`src/rtl/icache.sv`:
```
// Direct-mapped instruction cache with one-word lines and a single outstanding fill.
// Hits return in 1 cycle; misses wait as long as needed for mc_done_i, and a flush drops the pending delivery.
module icache #(
  parameter int INDEX_W = 5
) (
  input  logic        clk,
  input  logic        rst,
  input  logic        rdy_i,
  input  logic        if_req_i,
  input  logic [31:0] if_pc_i,
  input  logic        clr_i,
  output logic        if_ok_o,
  output logic [31:0] if_inst_o,
  output logic        mc_req_o,
  output logic [31:0] mc_addr_o,
  input  logic        mc_done_i,
  input  logic [31:0] mc_val_i
);

  localparam int LINES = 1 << INDEX_W;
  localparam int TAG_W = 30 - INDEX_W;

  typedef enum logic {IDLE, FILL} state_t;

  state_t              state_q, state_d;
  logic                drop_q, drop_d;
  logic                if_ok_q, if_ok_d;
  logic [31:0]         if_inst_q, if_inst_d;
  logic [31:0]         mc_addr_q, mc_addr_d;
  logic [LINES-1:0]    valid_q;
  logic [TAG_W-1:0]    tag_mem  [LINES];
  logic [31:0]         data_mem [LINES];

  logic [INDEX_W-1:0]  req_idx, fill_idx;
  logic [TAG_W-1:0]    req_tag, fill_tag;
  logic                hit, fill_we;
  logic                unused_pc_lsb;

  assign req_idx       = if_pc_i[INDEX_W+1:2];
  assign req_tag       = if_pc_i[31:INDEX_W+2];
  assign fill_idx      = mc_addr_q[INDEX_W+1:2];
  assign fill_tag      = mc_addr_q[31:INDEX_W+2];
  assign hit           = valid_q[req_idx] && (tag_mem[req_idx] == req_tag);
  assign unused_pc_lsb = ^if_pc_i[1:0];

  always_comb begin
    state_d   = state_q;
    drop_d    = drop_q;
    if_ok_d   = 1'b0;
    if_inst_d = if_inst_q;
    mc_addr_d = mc_addr_q;
    fill_we   = 1'b0;
    case (state_q)
      IDLE: begin
        // A flush in the request cycle suppresses both the hit delivery and the fill.
        if (if_req_i && !clr_i) begin
          if (hit) begin
            if_ok_d   = 1'b1;
            if_inst_d = data_mem[req_idx];
          end else begin
            mc_addr_d = {if_pc_i[31:2], 2'b00};
            state_d   = FILL;
          end
        end
      end
      FILL: begin
        if (mc_done_i) begin
          fill_we = 1'b1;
          state_d = IDLE;
          drop_d  = 1'b0;
          if (!(drop_q || clr_i)) begin
            if_ok_d   = 1'b1;
            if_inst_d = mc_val_i;
          end
        end else if (clr_i) begin
          drop_d = 1'b1;
        end
      end
      default: state_d = IDLE;
    endcase
  end

  always_ff @(posedge clk) begin
    if (rst) begin
      state_q   <= IDLE;
      drop_q    <= 1'b0;
      if_ok_q   <= 1'b0;
      if_inst_q <= '0;
      mc_addr_q <= '0;
      valid_q   <= '0;
    end else if (rdy_i) begin
      state_q   <= state_d;
      drop_q    <= drop_d;
      if_ok_q   <= if_ok_d;
      if_inst_q <= if_inst_d;
      mc_addr_q <= mc_addr_d;
      if (fill_we) valid_q[fill_idx] <= 1'b1;
    end
  end

  // Tag/data need no reset: the valid bits gate every lookup.
  always_ff @(posedge clk) begin
    if (!rst && rdy_i && fill_we) begin
      tag_mem[fill_idx]  <= fill_tag;
      data_mem[fill_idx] <= mc_val_i;
    end
  end

  assign mc_req_o  = (state_q == FILL) && !mc_done_i;
  assign mc_addr_o = mc_addr_q;
  assign if_ok_o   = if_ok_q;
  assign if_inst_o = if_inst_q;

endmodule

```
`config.mk`:
```
export PLATFORM = sky130hd
export DESIGN_NAME = icache
export DESIGN_NICKNAME = d
export VERILOG_FILES = /design/src/rtl/icache.sv
export SDC_FILE = /design/constraint.sdc
export NUM_CORES = 2
export LEC_CHECK = 0
export CORE_ASPECT_RATIO = 0.7
export CORE_UTILIZATION = 40
export CTS_BUF_LIST = sky130_fd_sc_hd__clkbuf_16
export CTS_CLUSTER_SIZE = 20
export DETAILED_ROUTE_END_ITERATION = 7
export PLACE_DENSITY = 0.54
export REMOVE_ABC_BUFFERS = 1
export SLEW_MARGIN = 10
export SYNTH_ARGS = -nofsm -noshare
export SYNTH_HDL_FRONTEND = slang
export SYNTH_SLANG_ARGS = --single-unit
```
`constraint.sdc`:
```
create_clock -name clk -period 11.8 [get_ports clk]
set_clock_uncertainty 0.1 [all_clocks]
set_input_delay 2.36 -clock clk [delete_from_list [all_inputs] [get_ports clk]]
set_output_delay 2.36 -clock clk [all_outputs]
set_load 0.01 [all_outputs]
```
Word level (Yosys, flattened, before mapping)

Memories as Yosys holds them, arrays and structs flattened.
Index checks and enable logic that the tools add are counted.

Bits of input ports: 70
Logic and storage cells: 58
Memories: 2
Memory bits (writable): 1,824
Output and inout bits: 66
Bits in registers: 97

Memories:

| name     | words | bits a word | read ports | clocked after Yosys merged registers in | write ports | line | source |
|---|---|---|---|---|---|---|---|
| data_mem | 32    | 32          | 1          | 0                                       | 1           | 32   | `logic [31:0] data_mem [LINES];` |
| tag_mem  | 32    | 25          | 1          | 0                                       | 1           | 31   | `logic [TAG_W-1:0] tag_mem [LINES];` |

Bitwise gates (word level): 3
Reduce and logical (&&, ||, !) cells: 15
$lt $le $gt $ge: 3
Equal/unequal tests: 5
Mux-type cells: 24

Operators by type and width:

| cell               | count |
|---|---|
| $mux 32            | 4 |
| $pmux 32 s2        | 1 |
| $or 32x32->32      | 1 |
| $eq 25x25->1       | 1 |
| $mux 1             | 15 |
| $lt 5x6->1 const B | 2 |
| $ne 2x2->1 const B | 4 |
| $logic_and 1x1->1  | 6 |
| $bmux 1 s5         | 1 |
| $demux 1 s5        | 1 |
| $ge 5x1->1 const B | 1 |
| $reduce_and 5->1   | 1 |
| $pmux 1 s2         | 2 |
| $reduce_and 4->1   | 1 |
| $logic_not 1->1    | 3 |
| $reduce_and 3->1   | 1 |
| $not 1->1          | 2 |
| $reduce_and 2->1   | 1 |
| $reduce_bool 2->1  | 1 |
| $logic_or 1x1->1   | 1 |

Logic depth before layout (Yosys ltp)

Word-level depth: 6
Gate-level depth with buffers: 19
Gate-level depth less buffers: 10

Least setup slack after synthesis

Ideal clock, no wire load.

Path kind: input to register
Start point: input port mc_done_i
End point: memory data_mem[12][0] (enable)
Path slack: 5.397 ns
Arrival time: 5.831 ns
Buffers on the path: 2
Setup time: 0.472 ns
Data required time: 11.228 ns
Stages on the path: 6
Cell sequence: nand3_1 > or2_2 > or3_1 > clkbuf_1 > clkbuf_1 > nor2_1

Word-level cells in the longest chain between the ends: 5

Ends and longest elaborated chain:

| what                         | line | source |
|---|---|---|
| start, declared              | 16   | `input logic mc_done_i,` |
| $mux 1                       | 67   | `if (mc_done_i) begin` |
| $mux 1                       | 53   | `case (state_q)` |
| $logic_and 1x1->1            | 103  | `if (!rst && rdy_i && fill_we) begin` |
| $mux 1                       | 103  |  |
| $mux 1 (implied by the code) | 105  | `data_mem[fill_idx] <= mc_val_i;` |
| end, declared                | 32   |  |

Every way passes these cells.

Worst setup path after layout

Start point: input port if_pc_i[3]
End point: register if_inst_q[16] (netlist: if_inst_o[16])

Word-level cells in the longest chain between the ends: 5
Elaborated cells on any way between the ends: 11
Those cells by class: eq/ne (2); mux (5); reduce/logical (2); memory (2)

Ends and longest elaborated chain:

| what                                               | line | source |
|---|---|---|
| start, declared                                    | 10   | `input logic [31:0] if_pc_i,` |
| $mem_v2 32x25 / $bmux 1 s5 (equally long branches) | n/a  |  |
| $eq 25x25->1 / $mux 1 (equally long branches)      | 43   | `assign hit = valid_q[req_idx] && (tag_mem[req_idx] == req_tag);` |
| $logic_and 1x1->1                                  | 43   |  |
| $ne 2x2->1 (no source line)                        | n/a  |  |
| $reduce_and 5->1 (no source line)                  | n/a  |  |
| end signal, assigned                               | 95   | `if_inst_q <= if_inst_d;` |
| end, declared                                      | 28   | `logic [31:0] if_inst_q, if_inst_d;` |

Several ways; a longest one is shown, not always the timed one. The select of a mux whose other input is x is not followed.
A chain may end at the register's enable or synchronous reset.

==> metrics.md <==
| Metric | Value |
|---|---|
| Count of cell types in the netlist | between 50 and 60 |
| Rel. slew slack | 0.160 |
| Multi-input logic area | roughly 16,000 um^2 |
| Kind of critical path | input port to flip-flop |
| Rows | roughly 130 |
| Number of flops mapped to enable cells by yosys | about 1,800 |
| Final setup TNS | 0 ns |
| Clock sink total | approximately 1,900 |
| # setup viols final | 0 |
| CP peak stage delay | 0.76 ns |
| Int Power | 10.7 mW |
| Outcome | completed |
| DR vias | 36,300 |
| Synth async-reset ratio | 0 |
| Clk buf depth | 3 |
| RSZ-0062 raised after global routing | no |
| Final Max Slew Viols | 0 |
| Drt pass-1 iters | 5 |
| DR vias/cell | 5.78 |
| Clock power frac | 0.410 |
| Ys flop type | edfxtp_1 |
| Detailed Place HPWL | 104,000 um |
| First-pass GRT wire length | around 280,000 um |
| Total GRT Usage | 0.217 |
| Number of max-cap violations | 0 |
| Largest net degree at the start of global routing | 71 |
| Number of hold buffers added after CTS | 0 |
| Worst vdd ir | 0.150 mV |
| CP Capture Type | flip-flop |
| DRT iter0 DRCs | 4,551 |
| Postcts setup bufs | 0 |
| Overflow after GRT | 0 |
| Total CTS buffers | 180 |
| TritonCTS clock tree | done |
| Initial antenna violation count | 12 |
| Worst Path Max Fanout | 70 |
| Total Power | 13.7 mW |
| Clk_lat worst skew | 0.81 ns |
| Max Clk Rate | ~120 MHz |
| Register area | 56,700 um^2 |
| Starting Density | 0.404 |
| Sequential group share of total power | 0.546 |
| FILL cells | 15,300 |
| Slew @ Worst Pin | about 1.3 ns |
| Most frequent CP cell | buf_4 |
| Crit-path cells | buf_8, buf_4, buf_4, mux2i_1, mux4_2, mux2i_1, o22ai_1, xor2_1, o2111ai_1, or4_1, or4_2, buf_4, and2_4, buf_4, o31ai_2 |
| Core Area | 183,000 um^2 |
| I/O pin count | 136 |
| Die extent in y | 362 um |
| YS warnings | 0 |
| Worst Hold Class | flip-flop to flip-flop |
| Port bufs | 131 |
| Share of the synthesized area in the top cell type | 0.741 |
| Comb pwr share | 0.044 |
| P_sw | 2.92 mW |
| Final Critical Period | 8.27 ns |
| Syn Inst Count | approximately 3,400 |
| Layout area overhead | 13.9% |
| Flops & latches, synth | 1,921 |
| Die span in x | around 520 um |
| Post-DRT Antenna Nets | 0 |
| Req. time, crit path | 12.41 ns |
| Sequential share of the synthesized area | 0.767 |
| Routed WL | 203,000 um |
| Drt wl/cell | 32.3 um |
| Hold Vio Cnt, Final | 0 |
| Period utilization | 0.700 |
| Die Footprint | 187,000 um^2 |
| LEAKAGE | 25.3 nW |
| Synthesized cell area | 74,000 um^2 |
| CP arrival | 8.87 ns |
| Area leader, netlist | edfxtp_1 |
| Worst path slowest cell | buf_4 |
| P per Cell Area | 162 nW/um^2 |
| Root Driver | clkbuf_16 |
| Vias in the first global route | roughly 36,000 |
| Worst-path clk slew | 0.06 ns |
| Layout cells sized above 1 | 0.244 |
| # DRC | 0 |
| Startpoint Class | input port |
| Post-CTS Resized | 0 |
| Area contributors post-synth | edfxtp_1 (74%), mux4_2 (15%), dfxtp_1 (2.6%), mux2i_1 (1.7%), a21oi_1 (0.68%) |
| H-tree levels | 4 |
| Syn_area_per_cell | about 21 um^2 |
| Routability Congestion | roughly 0.75 |
| Sw Share | 0.214 |
| Nets | 3,742 |
cells in the final DEF (no fill, tap or decap), types with 9 or more instances in the layout:
| master | instances |
|---|---|
| nand4b_1 | 33 |
| xnor2_1 | 9 |
| a31oi_1 | 9 |
| nand3_1 | 49 |
| nor2_1 | 14 |
| a22oi_1 | 32 |
| o22ai_1 | 40 |
| clkdlybuf4s50_1 | 125 |
| a221oi_1 | 25 |
| mux2i_1 | 129 |
| nor2_4 | 32 |
| inv_1 | 86 |
| a21oi_1 | 101 |
| nand4_1 | 9 |
| o31ai_2 | 29 |
| o21ai_0 | 45 |
| clkinv_1 | 49 |
| clkinv_2 | 32 |
| nor2b_1 | 9 |
| bufinv_16 | 9 |
| dfxtp_1 | 96 |
| nand2_1 | 132 |
| edfxtp_1 | 1824 |
| xor2_1 | 13 |
| clkbuf_16 | 186 |
| mux4_2 | 483 |
| buf_4 | 131 |
critical path: cells and delay by family:
kind	cells	cell delay, ns
compound gates	3	0.68
mux	3	0.83
simple gates	3	1.76
buf+inv	5	2.74
xor+xnor	1	0.17
flip-flops by register name, indices dropped and copies added, names as in the netlist:
register   cells
if_ok_o        1
tag_mem      800
data_mem    1024
drop_q         1
state_q        1
mc_addr_o     30
if_inst_o     32
valid_q       32
logic make-up after synthesis:
kind of cell | synth area share
AO/OA/AOI/OAI | 0.0286
buffers and inverters | 0.0155
multiplexers | 0.165
flip-flops | 0.767
AND/OR/NAND/NOR | 0.0214
XOR/XNOR | 0.00261
other | 0.0000507
synthesized netlist by cell type, types with 3 or more instances:
cell	instances
a211oi_1	3
a21oi_1	101
a221o_1	3
a221oi_1	25
a22oi_1	32
a311oi_1	3
a31oi_1	9
a32oi_1	5
and2_1	7
and3_1	5
buf_1	33
buf_2	43
buf_4	20
buf_6	7
clkbuf_1	115
dfxtp_1	97
edfxtp_1	1824
inv_1	39
mux2_2	3
mux2i_1	129
mux4_2	483
nand2_1	132
nand2b_1	4
nand3_1	49
nand3b_1	5
nand4_1	9
nand4b_1	33
nor2_1	47
nor2b_1	10
nor3_1	7
o21ai_0	45
o22ai_1	40
o31ai_1	3
o31ai_2	29
or3_1	5
or4_1	3
xnor2_1	9
xor2_1	13
layer usage:
metal,vias to the layer above,global-route usage,routed length (um)
li1,14900,-,-
met1,19800,0.325,91100
met2,1330,0.329,93200
met3,245,0.0379,14600
met4,4,0.0556,4000
met5,-,0.00698,23
per-stage QoR:
| stage | util | area [um^2] | std cells | setup slack (ns) | hold slack (ns) |
|---|---|---|---|---|---|
| 2_1_floorplan | - | 73000 | 3230 | 3.05 | 0.346 |
| 3_3_place_gp | 0.430 | 78600 | 5950 | 2.90 | 0.356 |
| 3_5_place_dp | 0.430 | 78600 | 5950 | 2.84 | 0.362 |
| 4_1_cts | 0.460 | 84200 | 6286 | 3.70 | 0.372 |
| 5_1_grt | 0.460 | 84200 | 6290 | 3.22 | 0.388 |
| 6_report | 0.460 | 84200 | 6292 | 3.53 | 0.369 |
layout make-up:
class / instances / share of cell area
sequential: 1921 / 0.673
multi-input combinational: 1269 / 0.194
inverter: 40 / 0.00187
clock buffer: 186 / 0.0553
tap: 2460 / 0.0365
timing repair buffer: 260 / 0.0272
antenna: 6 / 0.000178
clock inverter: 150 / 0.0113
power groups by stage:
stage / logic (mW) / clock network (mW) / registers (mW)
4_1_cts: 0.607 / 5.70 / 7.46
6_report: 0.601 / 5.59 / 7.46
2_1_floorplan: 0.269 / 0 / 7.61
3_3_place_gp: 0.601 / 0 / 7.60
3_5_place_dp: 0.607 / 0 / 7.61
5_1_grt: 0.639 / 5.95 / 7.46
path summary, 6_finish.rpt:
path / from / to / slack, ns / depth (start not counted)
setup / recovery: if_pc_i[3] / if_inst_o[16] / 3.53 / 15
setup reg to reg: tag_mem[26][6] / if_inst_o[16] / 5.89 / 11
hold reg to reg: valid_q[25] / valid_q[25] / 0.37 / 2
hold / removal: valid_q[25] / valid_q[25] / 0.37 / 2
No activity file was read; power rests on OpenSTA's default activity.
